## config.mk

```make
export PLATFORM = sky130hd
export DESIGN_NAME = pipelined_barrel_shifter_flat
export DESIGN_NICKNAME = d
export VERILOG_FILES = /design/src/rtl/pipelined_barrel_shifter_if.sv /design/src/rtl/pipelined_barrel_shifter.sv /design/src/flat_wrapper.sv
export SDC_FILE = /design/constraint.sdc
export NUM_CORES = 1
export LEC_CHECK = 0
export CAP_MARGIN = 20
export CORE_MARGIN = 3
export CORE_UTILIZATION = 59
export CTS_CLUSTER_DIAMETER = 120
export CTS_CLUSTER_SIZE = 30
export DETAILED_ROUTE_END_ITERATION = 10
export PLACE_DENSITY_LB_ADDON = 0.12
export SYNTH_ARGS = -nofsm -noshare
export SYNTH_HDL_FRONTEND = slang
export SYNTH_SLANG_ARGS = --single-unit
```

## constraint.sdc

```tcl
create_clock -name Clock -period 2.7 [get_ports Clock]
set_input_delay 0.405 -clock Clock [delete_from_list [all_inputs] [get_ports Clock]]
set_output_delay 0.405 -clock Clock [all_outputs]
set_load 0.1 [all_outputs]
```

## src/rtl/pipelined_barrel_shifter_if.sv

```systemverilog
// Operand and result valid/ready streams of the pipelined barrel shifter.
// The producer/consumer side takes the master modport, the shifter takes slave.
interface pipelined_barrel_shifter_if #(
  parameter int unsigned WIDTH = 32,
  parameter int unsigned LOG   = $clog2(WIDTH)
);
  logic             InValid;
  logic             InReady;
  logic [WIDTH-1:0] In;
  logic [LOG-1:0]   ShiftAmount;
  logic             ShiftIn;
  logic [1:0]       Mode;
  logic             OutValid;
  logic             OutReady;
  logic [WIDTH-1:0] Out;
  logic             Sticky;

  modport master (
    output InValid, In, ShiftAmount, ShiftIn, Mode, OutReady,
    input  InReady, OutValid, Out, Sticky
  );

  modport slave (
    input  InValid, In, ShiftAmount, ShiftIn, Mode, OutReady,
    output InReady, OutValid, Out, Sticky
  );
endinterface

```

## src/rtl/pipelined_barrel_shifter.sv

```systemverilog
// Pipelined multi-mode barrel shifter: one registered binary shift level per stage,
// right shifts done as left shifts on a bit-reversed word, with a sticky flag.
module pipelined_barrel_shifter #(
  parameter int unsigned WIDTH = 32,
  localparam int unsigned LOG  = $clog2(WIDTH)
) (
  input logic                      Clock,
  input logic                      ResetN,
  pipelined_barrel_shifter_if.slave bus
);

  if (WIDTH < 4 || (WIDTH & (WIDTH - 1)) != 0) begin : g_bad_width
    $fatal(1, "pipelined_barrel_shifter: WIDTH must be a power of 2 and >= 4");
  end

  localparam logic [1:0] ModeShl  = 2'b00;
  localparam logic [1:0] ModeShr  = 2'b01;
  localparam logic [1:0] ModeSra  = 2'b10;
  localparam logic [1:0] ModeRotl = 2'b11;

  function automatic logic [WIDTH-1:0] bit_rev(logic [WIDTH-1:0] v);
    logic [WIDTH-1:0] r;
    for (int i = 0; i < WIDTH; i++) r[i] = v[WIDTH-1-i];
    return r;
  endfunction

  function automatic logic is_right(logic [1:0] m);
    return (m == ModeShr) || (m == ModeSra);
  endfunction

  // Stage registers; amt/mode/fill are only needed by the stages that follow.
  logic [LOG-1:0][WIDTH-1:0] data_q;
  logic [LOG-1:0]            sticky_q;
  logic [LOG-1:0]            valid_q;
  logic [LOG-2:0][LOG-1:0]   amt_q;
  logic [LOG-2:0][1:0]       mode_q;
  logic [LOG-2:0]            fill_q;

  // Inputs seen by each stage's shift logic.
  logic [LOG-1:0][WIDTH-1:0] src_data;
  logic [LOG-1:0][LOG-1:0]   src_amt;
  logic [LOG-1:0][1:0]       src_mode;
  logic [LOG-1:0]            src_fill;
  logic [LOG-1:0]            src_sticky;
  logic [LOG-1:0]            src_valid;

  logic [LOG-1:0][WIDTH-1:0] nxt_data;
  logic [LOG-1:0]            nxt_sticky;

  logic stall;
  logic advance;

  assign stall       = valid_q[LOG-1] & ~bus.OutReady;
  assign advance     = ~stall;
  assign bus.InReady = ~stall;

  assign bus.OutValid = valid_q[LOG-1];
  assign bus.Out      = data_q[LOG-1];
  assign bus.Sticky   = sticky_q[LOG-1];

  always_comb begin
    src_data[0]   = is_right(bus.Mode) ? bit_rev(bus.In) : bus.In;
    src_amt[0]    = bus.ShiftAmount;
    src_mode[0]   = bus.Mode;
    src_fill[0]   = (bus.Mode == ModeSra) ? bus.In[WIDTH-1] : bus.ShiftIn;
    src_sticky[0] = 1'b0;
    src_valid[0]  = bus.InValid;
    for (int k = 1; k < LOG; k++) begin
      src_data[k]   = data_q[k-1];
      src_amt[k]    = amt_q[k-1];
      src_mode[k]   = mode_q[k-1];
      src_fill[k]   = fill_q[k-1];
      src_sticky[k] = sticky_q[k-1];
      src_valid[k]  = valid_q[k-1];
    end
  end

  for (genvar k = 0; k < LOG; k++) begin : g_stage
    localparam int unsigned Sh = 1 << k;
    logic [WIDTH-1:0] shifted;
    logic             lost;

    // Bit 0 of the remaining amount selects this level's 2^k shift.
    always_comb begin
      shifted = src_data[k];
      lost    = 1'b0;
      if (src_amt[k][0]) begin
        if (src_mode[k] == ModeRotl) begin
          shifted = {src_data[k][WIDTH-1-Sh:0], src_data[k][WIDTH-1 -: Sh]};
        end else begin
          shifted = {src_data[k][WIDTH-1-Sh:0], {Sh{src_fill[k]}}};
          lost    = |src_data[k][WIDTH-1 -: Sh];
        end
      end
    end

    if (k == LOG - 1) begin : g_last
      assign nxt_data[k] = is_right(src_mode[k]) ? bit_rev(shifted) : shifted;
    end else begin : g_mid
      assign nxt_data[k] = shifted;
    end
    assign nxt_sticky[k] = src_sticky[k] | lost;
  end

  always_ff @(posedge Clock or negedge ResetN) begin
    if (!ResetN) begin
      data_q   <= '0;
      sticky_q <= '0;
      valid_q  <= '0;
      amt_q    <= '0;
      mode_q   <= '0;
      fill_q   <= '0;
    end else if (advance) begin
      data_q   <= nxt_data;
      sticky_q <= nxt_sticky;
      valid_q  <= src_valid;
      for (int k = 0; k < LOG - 1; k++) begin
        amt_q[k]  <= src_amt[k] >> 1;
        mode_q[k] <= src_mode[k];
        fill_q[k] <= src_fill[k];
      end
    end
  end

  logic unused_mode;
  assign unused_mode = ^{ModeShl};

endmodule

```

## src/flat_wrapper.sv

```systemverilog
// flat-port wrapper written by rule: the top's interface ports become plain ports
module pipelined_barrel_shifter_flat 
#(
  parameter int unsigned WIDTH = 32,
  localparam int unsigned LOG  = $clog2(WIDTH)
)
  (Clock, ResetN, bus_InValid, bus_In, bus_ShiftAmount, bus_ShiftIn, bus_Mode, bus_OutReady, bus_InReady, bus_OutValid, bus_Out, bus_Sticky);
  pipelined_barrel_shifter_if #(.WIDTH(WIDTH)) bus_i ();
  input logic Clock;
  input logic ResetN;
  input wire logic [$bits(bus_i.InValid)-1:0] bus_InValid;
  input wire logic [$bits(bus_i.In)-1:0] bus_In;
  input wire logic [$bits(bus_i.ShiftAmount)-1:0] bus_ShiftAmount;
  input wire logic [$bits(bus_i.ShiftIn)-1:0] bus_ShiftIn;
  input wire logic [$bits(bus_i.Mode)-1:0] bus_Mode;
  input wire logic [$bits(bus_i.OutReady)-1:0] bus_OutReady;
  output wire logic [$bits(bus_i.InReady)-1:0] bus_InReady;
  output wire logic [$bits(bus_i.OutValid)-1:0] bus_OutValid;
  output wire logic [$bits(bus_i.Out)-1:0] bus_Out;
  output wire logic [$bits(bus_i.Sticky)-1:0] bus_Sticky;
  assign bus_i.InValid = bus_InValid;
  assign bus_i.In = bus_In;
  assign bus_i.ShiftAmount = bus_ShiftAmount;
  assign bus_i.ShiftIn = bus_ShiftIn;
  assign bus_i.Mode = bus_Mode;
  assign bus_i.OutReady = bus_OutReady;
  assign bus_InReady = bus_i.InReady;
  assign bus_OutValid = bus_i.OutValid;
  assign bus_Out = bus_i.Out;
  assign bus_Sticky = bus_i.Sticky;
  pipelined_barrel_shifter #(.WIDTH(WIDTH)) u_core (.Clock(Clock), .ResetN(ResetN), .bus(bus_i));
endmodule
```

======== After elaboration in Yosys (flattened, before gate mapping) ========
Index checks and enable logic that the tools add are counted.
word-level totals
  output and inout port bits .............. 35
  register bits after elaboration ......... 192
  bits of input ports ..................... 44
  word-level logic and storage cells ...... 61
operators by class
  equal/unequal tests ..................... 9
  bitwise operators ....................... 7
  reduce and logical (&&, ||, !) cells .... 6
  mux-type cells .......................... 23
operator list
  operator                                                          count
  32-bit two-way mux                                                7
  16-bit two-way mux                                                1
  16-bit OR reduction                                               1
  2-bit == test (second input constant)                             7
  1-bit two-way mux                                                 12
  8-bit two-way mux                                                 1
  8-bit OR reduction                                                1
  2-bit by 1-bit == test with 1-bit output (second input constant)  2
  4-bit two-way mux                                                 1
  1-bit bitwise OR                                                  4
  4-bit OR reduction                                                1
  1-bit logical OR                                                  2
  2-bit two-way mux                                                 1
  1-bit inverter                                                    2
  2-bit OR reduction                                                1
  1-bit bitwise AND                                                 1

======== Depth between registers and ports, before layout ========
  word-level depth ........................ 5
  gate-level depth with buffers ........... 7
  gate-level depth less buffers ........... 5

======== Worst setup path before layout ========
No wires, ideal clock.
  path kind ............................... register -> output
  start point ............................. reg u_core.valid_q[4]
  end point ............................... out bus_InReady
  buffers on the path ..................... 3
  cell stages (with the launch flop) ...... 6
  arrival time ............................ 2.579 ns
  data required time ...................... 2.295 ns
  path slack .............................. -0.284 ns
  cells stage by stage .................... dfrtp_1 -> nor2b_1 -> buf_2 -> inv_2 -> clkbuf_1 -> buf_1
between the ends
  word-level cells in the longest chain between the ends .. 2
RTL lines
  what                    line                             RTL
  start, declared         pipelined_barrel_shifter.sv:34   logic [LOG-1:0] valid_q;
  start signal, assigned  pipelined_barrel_shifter.sv:116  valid_q <= src_valid;
  1-bit bitwise AND       pipelined_barrel_shifter.sv:53   assign stall = valid_q[LOG-1] & ~bus.OutReady;
  1-bit inverter          n/a
  end, declared           flat_wrapper.sv:17               output wire logic [$bits(bus_i.InReady)-1:0] bus_InReady;
Every way passes these cells.

======== Worst setup path in the final report ========
  start point ............................. reg u_core.mode_q[7] in the netlist's numbering
  end point ............................... reg u_core.data_q, in the netlist u_core.bus.Out[12]
between the ends
  word-level cells in the longest chain between the ends .. 4
  elaborated cells on any way between the ends .. 7
  those cells by class .................... 3 x eq/ne; 3 x mux; 1 x reduce/logical
RTL lines
  what                             line                             RTL
  start, declared                  pipelined_barrel_shifter.sv:36   logic [LOG-2:0][1:0] mode_q;
  start signal, assigned by index  pipelined_barrel_shifter.sv:119  mode_q[k] <= src_mode[k];
  2-bit == test                    pipelined_barrel_shifter.sv:88   if (src_mode[k] == ModeRotl) begin
  16-bit two-way mux               pipelined_barrel_shifter.sv:88
  32-bit two-way mux               pipelined_barrel_shifter.sv:87   if (src_amt[k][0]) begin
  32-bit two-way mux (*)           pipelined_barrel_shifter.sv:98   assign nxt_data[k] = is_right(src_mode[k]) ? bit_rev(shifted) : shifted;
  end signal, assigned             pipelined_barrel_shifter.sv:114  data_q <= nxt_data;
  end, declared                    pipelined_barrel_shifter.sv:32   logic [LOG-1:0][WIDTH-1:0] data_q;
Mark *: on every way between the ends. The rest lies on a longest branch, timed or not.
A chain may end at the register's enable or synchronous reset.

==> qor.csv <==
metric;value;unit
status;finished, violations left;
failing_checks;negative hold slack;
clk_pin_slew;0.07;ns
route.vias.total;6817;
postSynthRegisterBits;192;
yosys.area_share.simple;11.7;%
route.detailed.wl_per_inst;16.9;um
std_cell_rows;47;
setup_repair_after_global_routing_missed_its_margin;no;
timing.critical_path.required;3.01;ns
holdCritPathClass;input pin to async pin;
floorplan.initialDensity;61.0;%
path_max_fanout;20;
cts_resized;0;
routed_length_on_met3;823;um
route.final.wire_length;20.2;mm
top_cell_type_s_share_of_synthesized_area;47.0;%
worst_r2r_path_depth;3;
synth_top_family_by_area;multiplexers;
drt_first_iter_violations;449;
m1WireLength;8.84;mm
area.growth.synth_to_final;11.9;%
routed_via_density;5.71;
synth.top_cells.by_count;sky130_fd_sc_hd__nand2_1 (223), sky130_fd_sc_hd__dfrtp_1 (192), sky130_fd_sc_hd__o21ai_0 (117);
drt_pass1_iterations;4;
final.setup_skew;0.00628;ns
place_area;10900;um2
pin_count;79;
mapped_cells;948;
timing_worst_slew_pin_value;0.904;ns
post_synth_instance_area;10200;um2
total_power;15.5;mW
postSynth.topFlopCell;sky130_fd_sc_hd__dfrtp_1;
synth_area_per_cell;10.8;um2
max_slew_margin;39.7;%
grt_start_max_net_pins;237;
synth_warnings;0;
clock_tree.root_cell;sky130_fd_sc_hd__clkbuf_16;
ctsLongestPathBuffers;2;
timing.rr.start;u_core.mode_q[7];
syn-num-nets;995;
cts.hold.buffers_added;0;
power.ir.vdd_worst;960;uV
cts_htree_levels;4;
synth-compound-area-share;7.58;%
postCtsSetupBuffers;0;
critical_path_arrival;2.64;ns
synth-adder-area-share;0.367;%
post-synth-top-count-cell;sky130_fd_sc_hd__nand2_1;
tritoncts_num_sinks;192;
number_of_global_route_vias_before_repair;6908;
amount_of_wire_on_met2_after_detailed_routing;9.89;mm
drcViolationCount;0;
yosysSeqAreaShare;47.0;%
die_width;138;um
drv.max_cap_violation_count;0;
top_layer;met4;
fin_nets;1007;
crit_share_post_route;86.2;%
r2r_slack;0.37;ns
fin_hold_ws;-0.0383;ns
cts_tree;yes;
placement.io_buffers;78;
power.static_leakage;5.07;nW
cts_buf_count;17;
design.die.area;18900;um2
clkLatencyLatePin;0.43;ns
antenna_found_initial;0;
setup_viol;0;
final.setup.tns;0;ns
grt.overflow.total;0;
worst_setup_path_start_kind;register;
final.min_clock_period;2.33;ns
final_cell_area;11400;um2
place.gp.congestion;0.832;
floorplan.core_area;16800;um2
yosysUniqueCellTypes;43;
antenna_violating_nets_post_route;0;
synth-edff-count;0;
synth_xor_area_share;0.0857;%
timing.rr.end;u_core.bus.Out[12];
netlist.top_cell.by_area;sky130_fd_sc_hd__dfrtp_1;
maximum_clock_frequency;430;MHz
grtUsageTotal;22.7;%
number_of_max_slew_violations_in_the_final_report;0;
largest_cells_by_area_after_synthesis;sky130_fd_sc_hd__dfrtp_1 (47%), sky130_fd_sc_hd__mux2i_1 (10%), sky130_fd_sc_hd__mux4_2 (9.7%), sky130_fd_sc_hd__nand2_1 (8.2%), sky130_fd_sc_hd__o21ai_0 (5.7%);
die-height;138;um
muxShareOfSynthArea;27.6;%
grt_first_pass_wirelength;34.2;mm
power_per_cell_area;1350;nW/um2
post_route_cells_drive_above_1_share;20.1;%
antennaDiodeCount;0;
final-instance-count-excl-fill;1193;
async_flop_share;100;%
detailedPlacementHpwl;14.6;mm
timing_worst_setup_path_type;register to register;
numPlacedInstances;1161;
final-hold-violation-count;17;
critPathCaptureType;register;
layer usage:
| metal | up-vias | track usage, % |
|---|---|---|
| met5 | - | 0 |
| met4 | 0 | 10.1 |
| met3 | 47 | 4.13 |
| met2 | 179 | 37.4 |
| met1 | 3260 | 29.6 |
| li1 | 3331 | - |
power breakdown:
group          internal [mW]  switching (mW)  total (mW)
Combinational           3.15            4.34        7.49
Sequential              4.25            1.32        5.57
Clock                   1.33            1.08        2.41
Total                   8.72            6.75        15.5
how the worst max path moves through the flow:
stage               slack [ns]  cells after the start                  to         startpoint
floorplan                 0.09                      5         bus_InReady  u_core.valid_q[4]
global placement          0.31                      7   u_core.data_q[18]        bus_Mode[0]
detailed placement        0.25                      7   u_core.data_q[18]        bus_Mode[0]
CTS                       0.35                      3  u_core.bus.Out[11]   u_core.mode_q[7]
global route              0.25                      5  u_core.bus.Out[13]   u_core.mode_q[6]
finish                    0.37                      3  u_core.bus.Out[12]   u_core.mode_q[7]
final cells by class:
type | instances | area, um2
Inverter | 3 | 13.8
Clock inverter | 11 | 108
Fill cell | 1281 | 5330
Multi-Input combinational cell | 648 | 4850
Timing Repair Buffer | 98 | 920
Clock buffer | 21 | 460
Tap cell | 220 | 275
Sequential cell | 192 | 4800
state kept, by name, summed over array words and instances (netlist names):
| register | cells |
|---|---|
| u_core.fill_q | 4 |
| u_core.bus.Out | 32 |
| u_core.sticky_q | 5 |
| u_core.amt_q | 10 |
| u_core.data_q | 128 |
| u_core.mode_q | 8 |
| u_core.valid_q | 5 |
critical path, stage by stage, from the launching register on:
cell	delay, ns
sky130_fd_sc_hd__dfrtp_1	0.41
sky130_fd_sc_hd__ha_1	0.89
sky130_fd_sc_hd__mux4_2	0.61
sky130_fd_sc_hd__mux2_2	0.28
cells by family after synthesis:
group,Yosys count
buf+inv,108
compound gates,145
fa+ha+maj,3
flops,192
mux,209
simple gates,290
xor+xnor,1
per-stage QoR:
step	worst slack [ns]	utilization, %	hold slack, ns
6_report	0.372	68.2	-0.0383
5_1_grt	0.249	68.2	0.0237
4_1_cts	0.350	68.2	0.00739
3_5_place_dp	0.249	64.8	0.455
3_3_place_gp	0.311	64.8	0.441
2_1_floorplan	0.0942	-	0.109
cells in the final DEF, fill, tap and decap left out, types with 2 or more instances in the layout:
cell type,n
sky130_fd_sc_hd__clkbuf_1,2
sky130_fd_sc_hd__dfrtp_1,192
sky130_fd_sc_hd__and3_1,15
sky130_fd_sc_hd__ha_1,2
sky130_fd_sc_hd__inv_6,2
sky130_fd_sc_hd__clkinv_4,4
sky130_fd_sc_hd__nor2b_1,3
sky130_fd_sc_hd__nor4_1,4
sky130_fd_sc_hd__a21oi_1,14
sky130_fd_sc_hd__a21bo_2,3
sky130_fd_sc_hd__mux4_2,44
sky130_fd_sc_hd__o21ai_0,117
sky130_fd_sc_hd__clkdlybuf4s50_1,42
sky130_fd_sc_hd__clkbuf_16,17
sky130_fd_sc_hd__nor2_1,22
sky130_fd_sc_hd__buf_12,6
sky130_fd_sc_hd__mux2_4,16
sky130_fd_sc_hd__clkinv_2,2
sky130_fd_sc_hd__buf_4,49
sky130_fd_sc_hd__nand3_1,14
sky130_fd_sc_hd__mux2_2,43
sky130_fd_sc_hd__clkbuf_8,2
sky130_fd_sc_hd__clkinvlp_4,2
sky130_fd_sc_hd__mux2i_1,103
sky130_fd_sc_hd__or4_1,3
sky130_fd_sc_hd__mux4_1,3
sky130_fd_sc_hd__nand2_1,223
Power figures use the tool's default switching activity.
